$ cat config.mk
export PLATFORM = sky130hd
export DESIGN_NAME = div_result_bcd
export DESIGN_NICKNAME = d
export VERILOG_FILES = /design/src/rtl/div_result_bcd.sv
export SDC_FILE = /design/constraint.sdc
export NUM_CORES = 1
export LEC_CHECK = 0
export ABC_AREA = 1
export BUFFER_PORTS_ARGS = -buffer_cell sky130_fd_sc_hd__buf_4
export CORE_MARGIN = 10
export CORE_UTILIZATION = 40
export CTS_CLUSTER_SIZE = 16
export DETAILED_ROUTE_END_ITERATION = 16
export PLACE_DENSITY = 0.66
export SLEW_MARGIN = 20
export SYNTH_ARGS = -nofsm -noshare
export SYNTH_HDL_FRONTEND = slang
export SYNTH_SLANG_ARGS = --single-unit
$ cat constraint.sdc
create_clock -name clk -period 1.54 [get_ports clk]
set_input_delay 0.154 -clock clk [delete_from_list [all_inputs] [get_ports clk]]
set_output_delay 0.154 -clock clk [all_outputs]
set_load 0.01 [all_outputs]
$ cat src/rtl/div_result_bcd.sv
// Signed quotient / unsigned remainder to BCD via double-dabble, one bit per clock; REM_BCD_EN adds remainder digits.
// Latency 9 clocks from accept to out_valid; in_ready only when idle, result held until out_ready.
module div_result_bcd (
   input  logic       clk,
   input  logic       rst,
   input  logic       in_valid,
   output logic       in_ready,
   input  logic [7:0] quotient,
   input  logic [3:0] remainder,
   output logic       out_valid,
   input  logic       out_ready,
   output logic       q_sign,
   output logic [3:0] q_hund,
   output logic [3:0] q_tens,
   output logic [3:0] q_ones,
   output logic [3:0] r_tens,
   output logic [3:0] r_ones
);

   typedef enum logic [1:0] {IDLE, CONV, DONE} state_t;

   state_t      state, state_nxt;
   logic [7:0]  mag;
   logic [2:0]  cnt;
   logic [11:0] qbcd;
   logic [10:0] qbcd_adj;
   logic        accept;

   function automatic logic [3:0] dd_adj(input logic [3:0] d);
      return (d >= 4'd5) ? d + 4'd3 : d;
   endfunction

   assign in_ready  = (state == IDLE);
   assign out_valid = (state == DONE);
   assign accept    = in_ready && in_valid;

   always_comb begin
      state_nxt = state;
      case (state)
         IDLE:    if (in_valid)      state_nxt = CONV;
         CONV:    if (cnt == 3'd7)   state_nxt = DONE;
         DONE:    if (out_ready)     state_nxt = IDLE;
         default:                    state_nxt = IDLE;
      endcase
   end

   // Hundreds never reaches 5 for an 8-bit magnitude, so only tens/ones need the add-3 step.
   assign qbcd_adj = {qbcd[10:8], dd_adj(qbcd[7:4]), dd_adj(qbcd[3:0])};

   always_ff @(posedge clk) begin
      if (rst) begin
         state  <= IDLE;
         cnt    <= 3'd0;
         mag    <= 8'd0;
         qbcd   <= 12'd0;
         q_sign <= 1'b0;
      end else begin
         state <= state_nxt;
         if (accept) begin
            q_sign <= quotient[7];
            mag    <= quotient[7] ? (~quotient + 8'd1) : quotient;
            qbcd   <= 12'd0;
            cnt    <= 3'd0;
         end else if (state == CONV) begin
            qbcd <= {qbcd_adj, mag[7]};
            mag  <= {mag[6:0], 1'b0};
            cnt  <= cnt + 3'd1;
         end
      end
   end

   assign q_hund = qbcd[11:8];
   assign q_tens = qbcd[7:4];
   assign q_ones = qbcd[3:0];

`ifdef REM_BCD_EN
   logic [3:0] rem_sh;
   logic [7:0] rbcd;
   logic [6:0] rbcd_adj;

   // Remainder tens is at most 1, so again only the ones nibble is adjusted.
   assign rbcd_adj = {rbcd[6:4], dd_adj(rbcd[3:0])};

   always_ff @(posedge clk) begin
      if (rst) begin
         rem_sh <= 4'd0;
         rbcd   <= 8'd0;
      end else if (accept) begin
         rem_sh <= remainder;
         rbcd   <= 8'd0;
      end else if (state == CONV && !cnt[2]) begin
         rbcd   <= {rbcd_adj, rem_sh[3]};
         rem_sh <= {rem_sh[2:0], 1'b0};
      end
   end

   assign r_tens = rbcd[7:4];
   assign r_ones = rbcd[3:0];
`else
   logic unused_remainder;
   assign unused_remainder = ^remainder;
   assign r_tens = 4'd0;
   assign r_ones = 4'd0;
`endif

endmodule

==> results of run 1 <==
## flip-flops by register name (all words and copies together), names as in the netlist
name    cells
qbcd       12
mag         8
cnt         3
state       2
q_sign      1
## cell families (layout without fill, tap and decap cells)
kind of cell	Yosys count	count (layout)
AND/OR/NAND/NOR	87	87
buffers and inverters	44	60
AO/OA/AOI/OAI	41	41
flip-flops	26	26
adder cells (fa/ha/maj)	7	7
XOR/XNOR	6	6
other	1	8
## routing by layer
layer / up-vias / wire length, um
li1: 695 / -
met1: 572 / 1350
met2: 20 / 1440
met3: 2 / 187
met4: 0 / 14
met5: - / 0
## final timing paths
path / slack (ps) / cells past startpoint / start / endpoint
hold / removal: 100 / 2 / rst / state[1]
setup reg to reg: 170 / 10 / qbcd[0] / qbcd[2]
hold reg to reg: 460 / 2 / mag[7] / qbcd[0]
setup / recovery: 170 / 10 / qbcd[0] / qbcd[2]
## worst reg2reg max path: stages (launching register included)
cell and delay (ps):
dfxtp_1 450, inv_1 70, ha_1 220, inv_1 60
o21ai_1 50, nand2_1 140, a21oi_1 80, o21ai_1 70
nand2_1 60, nand2_1 50, inv_1 30
## layout make-up
| class | count | area (um^2) | area share [%] |
|---|---|---|---|
| repair buffers | 29 | 218 | 12.6 |
| clock inverters | 1 | 30.0 | 1.74 |
| multi-input cells | 149 | 753 | 43.8 |
| flip-flops and latches | 26 | 520 | 30.2 |
| clock buffers | 3 | 41.3 | 2.40 |
| well taps | 46 | 57.6 | 3.34 |
| inverters | 27 | 101 | 5.89 |
## where the power goes
part / leakage [nW] / internal, mW / switching (mW)
Sequential: 0.212 / 0.700 / 0.0184
Combinational: 0.620 / 0.0916 / 0.143
Clock: 0.0357 / 0.348 / 0.224
Total: 0.867 / 1.14 / 0.385
## cell usage in the layout (no fill, tap or decap), types with 7 or more instances in the layout
cell type / count
nor2_1: 12
nand2_1: 59
inv_1: 21
dfxtp_1: 26
o21ai_1: 10
nand3_1: 9
conb_1: 8
buf_4: 29
a21oi_1: 21
ha_1: 7
==> reports/metrics.yaml, run 1 <==
status: "complete, no violations"
drv_slew: 0
maxCapViolCount: 0
setup_viol: 0
overflow: 0
rows: 21
power_density_nw_per_um2: 886
critPathMaxFanout: 6
dp_hpwl_um: 2340
rsz0062_at_grt: "false"
yosys.area_share.xor_xnor_pct: 3.59
crit_slowest_cell: "dfxtp_1"
place_congestion: 0.774
die_area_um2: 6480
use_met2_pct: 17.0
tns_ps: 0
critPathRequiredTime_ps: 1730
postCtsSetupBuffers: 0
clock_path_buffers: 2
port_buffers: 26
track_usage_pct: 9.59
peakVddDrop_v: 0.000680
grt_util_met1_pct: 10.5
finalClockSkew_ps: 8.53
clk_pin_slew_worst_paths_ps: 100
syn_inst: 212
nNetsFinal: 259
postRouteAntennaNets: 0
fmax_mhz: 730
vias: 1289
cpPeakStageDelay_ps: 450
core_area_um2: 3440
netlist_top_cells_count: "nand2_1, dfxtp_1, a21oi_1, inv_1"
synth_edf_count: 0
synth_seq_cells: 26
first_pass_iters: 4
path_cells: "inv_1 -> ha_1 -> inv_1 -> o21ai_1 -> nand2_1 -> a21oi_1 -> o21ai_1 -> nand2_1 -> nand2_1 -> inv_1"
ys_top_cells_by_area: "dfxtp_1, nand2_1, a21oi_1"
arrival_ps: 1560
grtUsageMet3_pct: 3.56
yosys_warnings: 0
fill_cells: 353
synth_ff_type: "dfxtp_1"
finalWorstSetupSlack_ps: 170
syn_area_per_cell_um2: 6.91
drcViolationCount: 0
initial_core_util_pct: 42.5
cts.hold.buffers_added: 0
final_cells: 281
cpLargestDelayFamily: "flip-flops"
busiest_layer: "met2"
cp-end-kind: "register"
wl_um: 3000
synthMuxAreaShare_pct: 0
hold_class: "in -> reg"
htreeDepth: 1
synth.distinct_cells: 25
clock_sinks: 26
drt-initial-drc-count: 49
cts_buffers: 3
async_reset_ff_share_pct: 0
yosysMostFrequentCell: "nand2_1"
synth_area_um2: 1460
synth_top_area_share_pct: 35.6
min_period_over_period_pct: 89.0
synth_compound_area_share_pct: 14.9
power_mw: 1.52
worst_setup_path_start_kind: "register"
die_y_um: 80.5
antenna_cells: 0
clock_latency_ps: 280
ios: 39
dp_worst_setup_slack_ps: 181
synth_top_family_by_area: "simple AND/OR/NAND/NOR gates"
seq_area_frac_synth_pct: 35.6
path_class: "reg -> reg"
synth_top_area_cell: "dfxtp_1"
final_util_pct: 50.0
grt_first_pass_wirelength_um: 5160
antenna_found_initial: 0
cts_tree: "yes"
cts_resized: 0
grt_pass1_vias: 1190
fp.dieW_um: 80.5
synthAdderAreaFrac_pct: 5.98
dp_cells: 277
vias_per_cell: 4.59
grt_max_degree: 16
hold_slack_ps: 96.0
place_area_um2: 1650
wl_per_cell_um: 10.7
cts_root_buffer: "clkbuf_8"
power.static_leakage_nw: 0.867
final_layout_size_suffix_gt1_share_pct: 18.7
hold_viol: 0
yosys.area_share.simple_pct: 25.0
cp_num_buf_inv: 3
fin_crit_ps: 1370
finalInstanceArea_um2: 1720
area_growth_pct: 17.6
Power figures use the tool's default switching activity.
==> run 2, diff against run 1 <==
- CTS_BUF_LIST: default -> sky130_fd_sc_hd__clkbuf_16
- PLACE_DENSITY: 0.66 -> 0.62
==> reports/metrics.yaml, run 2 (synthesis results as in run 1) <==
status: "complete, no violations"
drt-initial-drc-count: 46  # -6.1%
cts_root_buffer: "clkbuf_16"
antenna_cells: 0  # unchanged
hold_class: "in -> reg"
grt_pass1_vias: 1158  # -2.7%
r2r_setup_slack_ps: 190  # +20 ps
largest_reg_flops: 12  # unchanged
dp_cells: 276  # -0.36%
clk_pin_slew_worst_paths_ps: 60  # -40 ps
place_area_um2: 1640  # -0.45%
critPathRequiredTime_ps: 1710  # -20 ps
grt_first_pass_wirelength_um: 5080  # -1.6%
power_density_nw_per_um2: 968  # +9.3%
track_usage_pct: 9.65  # +0.054 points
port_buffers: 26  # unchanged
core_area_um2: 3440  # unchanged
path_class: "reg -> reg"
antenna_found_initial: 0  # unchanged
clock_sinks: 26  # unchanged
arrival_ps: 1510  # -50 ps
path_cells: "inv_1 -> ha_1 -> inv_1 -> o21ai_1 -> nand2_1 -> a21oi_1 -> o21ai_1 -> nand2_1 -> nand2_1 -> inv_1"
rows: 21  # unchanged
power_mw: 1.69  # +11%
fp.dieW_um: 80.5  # unchanged
initial_core_util_pct: 42.5  # unchanged
power.static_leakage_nw: 0.879  # +1.3%
first_pass_iters: 4  # unchanged
place_congestion: 0.731  # -5.7%
postCtsSetupBuffers: 0  # unchanged
die_area_um2: 6480  # unchanged
setup_viol: 0  # unchanged
dp_hpwl_um: 2310  # -1.6%
regMostFlops: "qbcd"
final_cells: 280  # -0.36%
die_y_um: 80.5  # unchanged
final_cell_mix: "nand2_1, buf_4, dfxtp_1"
cts_resized: 0  # unchanged
critPathMaxFanout: 6  # unchanged
vias: 1266  # -1.8%
reg_top3: "qbcd: 12 flops, mag: 8 flops, cnt: 3 flops"
final_layout_size_suffix_gt1_share_pct: 18.8  # +0.080 points
min_period_over_period_pct: 87.6  # -1.3 points
drcViolationCount: 0  # unchanged
ios: 39  # unchanged
tns_ps: 0  # unchanged
area_growth_pct: 19.5
wl_um: 2960  # -1.3%
overflow: 0  # unchanged
clock_latency_ps: 260  # -20 ps
cp-end-kind: "register"
peakVddDrop_v: 0.000449  # -34%
postRouteAntennaNets: 0  # unchanged
vias_per_cell: 4.52  # -1.4%
fill_cells: 378  # +7.1%
htreeDepth: 1  # unchanged
cts_tree: "yes"
crit_slowest_cell: "dfxtp_1"
drv_slew: 0  # unchanged
grt_max_degree: 16  # unchanged
fin_crit_ps: 1350  # -20.7 ps
final_common_cell: "nand2_1"
cpPeakStageDelay_ps: 420  # -30 ps
clock_path_buffers: 2  # unchanged
finalClockSkew_ps: 5.24  # -3.29 ps
worst_setup_path_start_kind: "register"
maxCapViolCount: 0  # unchanged
wl_per_cell_um: 10.6  # -0.98%
cts_buffers: 3  # unchanged
rsz0062_at_grt: "false"
finalInstanceArea_um2: 1750  # +1.6%
hold_viol: 0  # unchanged
nNetsFinal: 258  # -0.39%
fmax_mhz: 741  # +1.5%
cts.hold.buffers_added: 0  # unchanged
==> run 2: cell count changes in the layout (fill, tap and decap cells not counted), sizes merged <==
cell and delta:
buf -1
==> run 2: per-stage QoR <==
stage,hold slack (ps),worst slack (ps),util [%]
after floorplan,302,238,-
after global placement,391,183,47.7
after detailed placement,392,163,47.7
after CTS,112,149,50.8
after global routing,128,24.5,50.8
final,123,190,50.8
==> run 2: power by group <==
group	switching [mW]	internal, mW	total [mW]
sequential	0.0181	0.701	0.719
clock	0.226	0.517	0.743
combinational	0.142	0.0889	0.231
==> run 2: cell type report <==
class / count / area [um^2] / share of cell area (%)
flip-flops and latches: 26 / 522 / 29.8
clock buffers: 3 / 75.1 / 4.29
inverters: 27 / 101 / 5.79
repair buffers: 28 / 210 / 12.0
clock inverters: 1 / 30.0 / 1.72
well taps: 46 / 57.6 / 3.29
multi-input cells: 149 / 753 / 43.1
==> run 2: layer usage <==
metal	GRT usage, %	wire length (um)
met5	0	0
met4	4.75	51
met3	2.90	176
met2	16.2	1400
met1	10.7	1330
==> run 2: worst max-delay path, delay by kind of cell, from the launching register on <==
family | cells | cell delay, ps
buf+inv | 3 | 160
simple gates | 3 | 250
fa+ha+maj | 1 | 230
compound gates | 3 | 200
flops | 1 | 420
==> run 2: final timing paths <==
| check | startpoint | endpoint | cells after the start |
|---|---|---|---|
| max | qbcd[0] | qbcd[2] | 10 |
| min | rst | state[1] | 2 |
| max reg2reg | qbcd[0] | qbcd[2] | 10 |
| min reg2reg | mag[0] | mag[0] | 2 |
==> run 3, diff against run 2 <==
- CORE_UTILIZATION: 40 -> 52
- PLACE_DENSITY: 0.62 -> 0.78
==> reports/metrics.yaml, run 3 (synthesis results as in run 1) <==
status: "complete, no violations"
area_growth_pct: 16.4
track_usage_pct: 11.1  # +1.5 points
maxCapViolCount: 0  # unchanged
htreeDepth: 1  # unchanged
rows: 19  # -9.5%
clock_sinks: 26  # unchanged
dp_hpwl_um: 2300  # about the same
initial_core_util_pct: 53.5  # +11 points
grt_first_pass_wirelength_um: 4930  # -2.9%
power_mw: 1.52  # -10%
min_period_over_period_pct: 90.3  # +2.6 points
vias_per_cell: 4.95  # +9.4%
fp.dieW_um: 73.1  # -9.2%
setup_viol: 0  # unchanged
critPathRequiredTime_ps: 1700  # about the same
wl_per_cell_um: 11.3  # +6.7%
antenna_found_initial: 0  # unchanged
cts_root_buffer: "clkbuf_16"
final_common_cell: "nand2_1"
first_pass_iters: 4  # unchanged
arrival_ps: 1550  # +40 ps
rsz0062_at_grt: "false"
power_density_nw_per_um2: 889  # -8.1%
peakVddDrop_v: 0.000847  # +89%
fin_crit_ps: 1390  # +40.3 ps
grt_max_degree: 16  # unchanged
tns_ps: 0  # unchanged
clock_path_buffers: 2  # unchanged
core_area_um2: 2730  # -21%
port_buffers: 26  # unchanged
ios: 39  # unchanged
hold_class: "in -> reg"
final_util_pct: 62.3  # +12 points
postCtsSetupBuffers: 0  # unchanged
wl_um: 2990  # +0.95%
drt-initial-drc-count: 82  # +78%
critPathMaxFanout: 6  # unchanged
largest_reg_flops: 12  # unchanged
cts.hold.buffers_added: 0  # unchanged
cts_tree: "yes"
drv_slew: 0  # unchanged
die_area_um2: 5340  # -18%
cts_buffers: 3  # unchanged
power.static_leakage_nw: 0.866  # -1.4%
clock_latency_ps: 260  # about the same
reg_top3: "qbcd: 12 flops, mag: 8 flops, cnt: 3 flops"
antenna_cells: 0  # unchanged
final_cell_mix: "nand2_1, buf_4, dfxtp_1"
grt_pass1_vias: 1162  # +0.35%
vias: 1311  # +3.6%
nNetsFinal: 258  # unchanged
hold_viol: 0  # unchanged
hold_slack_ps: 116  # -6.41 ps
final_layout_size_suffix_gt1_share_pct: 18.4  # -0.43 points
clk_pin_slew_worst_paths_ps: 60  # about the same
die_y_um: 73.1  # -9.2%
postRouteAntennaNets: 0  # unchanged
path_class: "reg -> reg"
finalClockSkew_ps: 5.33  # +0.0934 ps
regMostFlops: "qbcd"
drcViolationCount: 0  # unchanged
fmax_mhz: 719  # -2.9%
worst_setup_path_start_kind: "register"
overflow: 0  # unchanged
place_congestion: 0.820  # +12%
cp-end-kind: "register"
## run 3: worst max-delay path: stages (launching register included)
cell,delay [ps]
dfxtp_1,440
inv_1,80
ha_1,230
inv_1,60
o21ai_1,50
nand2_1,140
a21oi_1,80
o21ai_1,70
nand2_1,60
nand2_1,50
inv_1,30
## run 3: final timing paths
kind,start,end,slack [ps],depth (start not counted)
setup / recovery,qbcd[4],qbcd[6],150,10
hold / removal,rst,state[1],120,2
setup reg to reg,qbcd[4],qbcd[6],150,10
hold reg to reg,mag[0],mag[0],460,2
## run 3: through the flow
stage / setup slack (ps) / cells / area, um^2
3_3_place_gp: 204 / 261 / 1620
3_5_place_dp: 157 / 261 / 1620
5_1_grt: 9.11 / 265 / 1700
2_1_floorplan: 238 / 219 / 1490
6_report: 150 / 265 / 1700
4_1_cts: 144 / 265 / 1700
## run 3: routing by layer
layer	wire [um]	GRT usage (%)	vias up	share of wire (%)
met1	1250	12.3	583	42
met3	188	3.95	2	6.3
li1	-	-	694	-
met5	0	0	-	0
met2	1530	19.3	32	51
met4	14	3.38	0	0.47
## run 3: repair_timing
item,in CTS,in global routing
resized for setup,0,1
endpoints found under the hold margin,0,0
endpoints found under the setup margin,0,1
## run 3: final cells by class
cell class / instances / area [um^2]
Fill cell: 273 / 1030
Multi-Input combinational cell: 149 / 753
Sequential cell: 26 / 522
Timing Repair Buffer: 28 / 210
Inverter: 27 / 101
Clock buffer: 3 / 75.1
Tap cell: 31 / 38.8
Clock inverter: 1 / 3.75
## run 3: power by group
part	total (mW)	switching (mW)	internal (mW)
sequential	0.720	0.0185	0.701
combinational	0.231	0.142	0.0890
clock	0.565	0.218	0.347
